<file path="src/rtl/mem_wait_bridge.sv">
// Request/acknowledge wait-state bridge for the multicycle MIPS memory port.
// Optional REQ timeout with sticky error state: define MEM_WAIT_BRIDGE_TIMEOUT_EN.
module mem_wait_bridge #(
  parameter int unsigned AW      = 32,
  parameter int unsigned DW      = 32,
  parameter int unsigned TIMEOUT = 255
) (
  input  logic          clk,
  input  logic          reset,
  input  logic          irwrite,
  input  logic          iord,
  input  logic          memwrite,
  input  logic [AW-1:0] adr,
  input  logic [DW-1:0] wd,
  output logic          stall,
  output logic [DW-1:0] rd,
  output logic          mreq,
  output logic          mwe,
  output logic [AW-1:0] maddr,
  output logic [DW-1:0] mwdata,
  input  logic          mack,
  input  logic [DW-1:0] mrdata,
  output logic          timeout_err
);

`ifdef MEM_WAIT_BRIDGE_TIMEOUT_EN
  typedef enum logic [1:0] {IDLE = 2'd0, REQ = 2'd1, DONE = 2'd2, ERR = 2'd3} state_t;

  localparam int unsigned CW = 16;
  // Last REQ count before expiry: a miss at this count means TIMEOUT cycles elapsed.
  localparam logic [CW-1:0] CNT_LAST = CW'(TIMEOUT - 1);

  logic [CW-1:0] cnt;
`else
  typedef enum logic [1:0] {IDLE = 2'd0, REQ = 2'd1, DONE = 2'd2} state_t;
`endif

  state_t state;
  logic   access;

  assign access = irwrite | iord;

  always_comb begin
    stall = access & (state != DONE);
`ifdef MEM_WAIT_BRIDGE_TIMEOUT_EN
    if (state == ERR) stall = 1'b1;
`endif
  end

`ifndef MEM_WAIT_BRIDGE_TIMEOUT_EN
  assign timeout_err = 1'b0;
`endif

  always_ff @(posedge clk or posedge reset) begin
    if (reset) begin
      state       <= IDLE;
      mreq        <= 1'b0;
      mwe         <= 1'b0;
      maddr       <= '0;
      mwdata      <= '0;
      rd          <= '0;
`ifdef MEM_WAIT_BRIDGE_TIMEOUT_EN
      cnt         <= '0;
      timeout_err <= 1'b0;
`endif
    end else begin
      case (state)
        IDLE: begin
          if (access) begin
            maddr  <= adr;
            mwdata <= wd;
            mwe    <= memwrite;
            mreq   <= 1'b1;
            state  <= REQ;
`ifdef MEM_WAIT_BRIDGE_TIMEOUT_EN
            cnt    <= '0;
`endif
          end
        end
        REQ: begin
          // Acknowledge takes priority over an expiring count.
          if (mack) begin
            mreq  <= 1'b0;
            if (!mwe) rd <= mrdata;
            state <= DONE;
          end
`ifdef MEM_WAIT_BRIDGE_TIMEOUT_EN
          else if (cnt == CNT_LAST) begin
            cnt         <= cnt + 1'b1;
            mreq        <= 1'b0;
            timeout_err <= 1'b1;
            state       <= ERR;
          end else begin
            cnt <= cnt + 1'b1;
          end
`endif
        end
        DONE: state <= IDLE;
`ifdef MEM_WAIT_BRIDGE_TIMEOUT_EN
        ERR:  state <= ERR;
`endif
        default: state <= IDLE;
      endcase
    end
  end

endmodule

</file>
<file path="config.mk">
export PLATFORM = sky130hd
export DESIGN_NAME = mem_wait_bridge
export DESIGN_NICKNAME = d
export VERILOG_FILES = /design/src/rtl/mem_wait_bridge.sv
export SDC_FILE = /design/constraint.sdc
export NUM_CORES = 1
export LEC_CHECK = 0
export BUFFER_PORTS_ARGS = -buffer_cell sky130_fd_sc_hd__buf_2
export CORE_AREA = 2 2 116 118
export CTS_BUF_LIST = sky130_fd_sc_hd__clkbuf_16
export DETAILED_ROUTE_END_ITERATION = 7
export DIE_AREA = 0 0 118 120
export MAX_ROUTING_LAYER = met4
export SLEW_MARGIN = 10
export SYNTH_ARGS = -nofsm -noshare
export SYNTH_HDL_FRONTEND = slang
export SYNTH_SLANG_ARGS = --single-unit
</file>
<file path="constraint.sdc">
create_clock -name clk -period 3.75 [get_ports clk]
set_input_delay 0.5625 -clock clk [delete_from_list [all_inputs] [get_ports clk]]
set_output_delay 0.5625 -clock clk [all_outputs]
set_load 0.05 [all_outputs]
</file>
==> run metrics <==
Worst-Margin Slew=852 ps; Final Critical Period=1950 ps; Yosys top cell by area=dfrtp_1; Worst path slowest cell=dfrtp_1; routed len/inst=13.6 um; Iter 0 DRT Violations=66; CTS Buffer Depth=2; Top Family by Delay on Critical Path=flip-flops; cts repair resizes=0; synthesized area=3770 um^2; vias=2,566; Yosys warning count=0; total inserted antenna cells=0; CP Data Required Time=3190 ps; sequential cell area fraction in the yosys report=0.664; CTS tree=yes; CTS clk-pin slew, worst paths=70 ps; die height=120 um; vias in the first global route=2,635; CP startpoint kind=flip-flop; Hold Crit Class=in2async; setup TNS=0 ps; Root Driver=clkbuf_16; RSZ-0062 raised after global routing=no; die width=118 um; initial core utilization=0.290; CP Capture Type=output pin; Setup Fix Bufs, Post-CTS=0; RD Place Congestion=0.749; Worst-Skew Late Latency=340 ps; Final Setup Violations=0; layout cell share with drive strength beyond 1=0.737; first-pass GRT wire length=13.4 mm; CTS Hold Bufs=0; Mean Syn Cell Area=17.0 um^2; crit-path max cell delay=460 ps; Worst Path Max Fanout=5; I/O Buffers=200; Final Hold Vio Count=0; htree depth=3; Yosys top cell area share=0.664; die footprint=14,200 um^2; Slew Limit Headroom=0.432; Mapped Cells=221; drt pass-1 iters=4; cell row count=42; Max Cap Violations=0; Peak Freq=513 MHz; Synth Net Count=323; Worst EP arrival=1390 ps; fin. max-slew vios=0; Bufs and invs on worst path=2; part of the cycle the worst path needs=0.520; initial antenna violation count=0; dpl hpwl=6.03 mm; post-synthesis cell type count=17; grt total ovfl=0; largest net degree at the start of global routing=67; synth top area cells=dfrtp_1 66%, mux2_2 28%, buf_4 1.2%; WL final=8.25 mm; number of I/O pins=202; total CTS buffers=9; critical path class=reg2out; Residual DRC=0; P&R area growth vs syn=40.9%; core footprint=13,000 um^2; Global Route Usage Sum=0.124; via-per-instance ratio=4.24; clock sink count=100; crit-path cells=inv_1, a21oi_1, buf_2; FF+latch count, synth=100; Final nets=526; status=complete, no violations; skew final=6.96 ps; antenna-violating nets left=0
final timing paths:
check / depth (start not counted) / startpoint / slack, ps / end
setup / recovery: 3 / state[0]$_DFFE_PP0P_ / 1800 / stall
hold / removal: 2 / reset / 310 / rd[24]$_DFFE_PP0P_
setup reg to reg: 3 / state[0]$_DFFE_PP0P_ / 1870 / maddr[28]$_DFFE_PP0P_
hold reg to reg: 1 / rd[18]$_DFFE_PP0P_ / 480 / rd[18]$_DFFE_PP0P_
max in group asynchronous: 3 / reset / 2740 / maddr[25]$_DFFE_PP0P_
min in group clk: 2 / mack / 420 / state[0]$_DFFE_PP0P_
kinds of logic after synthesis:
group | synth area share
and+or+nand+nor | 0.0136
DFF | 0.664
AOI/OAI and AO/OA | 0.00565
other | 0.000995
muxes | 0.290
buffers and inverters | 0.0256
cell type report:
class	count	area (um^2)
Multi-Input combinational cell	108	1170
Tap cell	176	220
Fill cell	1235	7670
Timing Repair Buffer	203	1040
Clock buffer	9	225
Inverter	2	10.0
Sequential cell	100	2500
Clock inverter	7	139
registers in the layout, indices dropped and copies added, names as in the netlist:
name and flops:
maddr 32, mreq 1, mwdata 32, mwe 1
rd 32, state 2
worst reg2reg max path, stage by stage, from the launching register on:
cell and delay (ps):
dfrtp_1 450, nor3_4 170, buf_4 650, mux2_2 500
routing by layer:
layer  wire length [um]  vias up  GRT usage
met4                258        0     0.0783
met3                441       16     0.0285
met2               4170      109      0.190
li1                   -     1179          -
met5                  0        -          -
met1               3390     1262      0.149
metrics by stage:
| step | cells | utilization | setup WS (ps) | instance area (um^2) | hold slack, ps |
|---|---|---|---|---|---|
| finish | 605 | 0.409 | 1800 | 5310 | 309 |
| global route | 605 | 0.409 | 1700 | 5310 | 360 |
| CTS | 605 | 0.409 | 1780 | 5310 | 338 |
| detailed placement | 589 | 0.381 | 1650 | 4940 | 473 |
| global placement | 589 | 0.381 | 1700 | 4940 | 464 |
| floorplan | 221 | - | 569 | 3770 | 459 |
cells in the mapped netlist:
| master | n |
|---|---|
| buf_4 | 6 |
| mux2_2 | 95 |
| dfrtp_1 | 100 |
| nand2b_1 | 1 |
| conb_1 | 1 |
| nor2b_1 | 1 |
| a211oi_1 | 1 |
| nor3_2 | 1 |
| a211o_1 | 1 |
| mux2_1 | 2 |
| nor3_4 | 1 |
| nor2_1 | 2 |
| nor3_1 | 1 |
| buf_6 | 3 |
| inv_1 | 2 |
| a21oi_1 | 1 |
| buf_2 | 2 |
cell usage in the layout, fill, tap and decap left out:
cell,synthesis,routed
nand2b_1,1,1
a211o_1,1,1
bufinv_16,0,4
conb_1,1,1
nor3_4,1,2
clkbuf_16,0,9
mux2_1,2,2
nor2b_1,1,1
nor3_1,1,1
buf_4,6,2
clkinv_1,0,1
a21oi_1,1,1
clkinvlp_4,0,2
dfrtp_1,100,100
inv_4,0,1
buf_2,2,200
a211oi_1,1,1
nor2_1,2,2
mux2_2,95,95
inv_1,2,1
buf_12,0,1
Power is not shown: default switching activity piles up to over one toggle a cycle in this logic, so the estimate is an artifact.
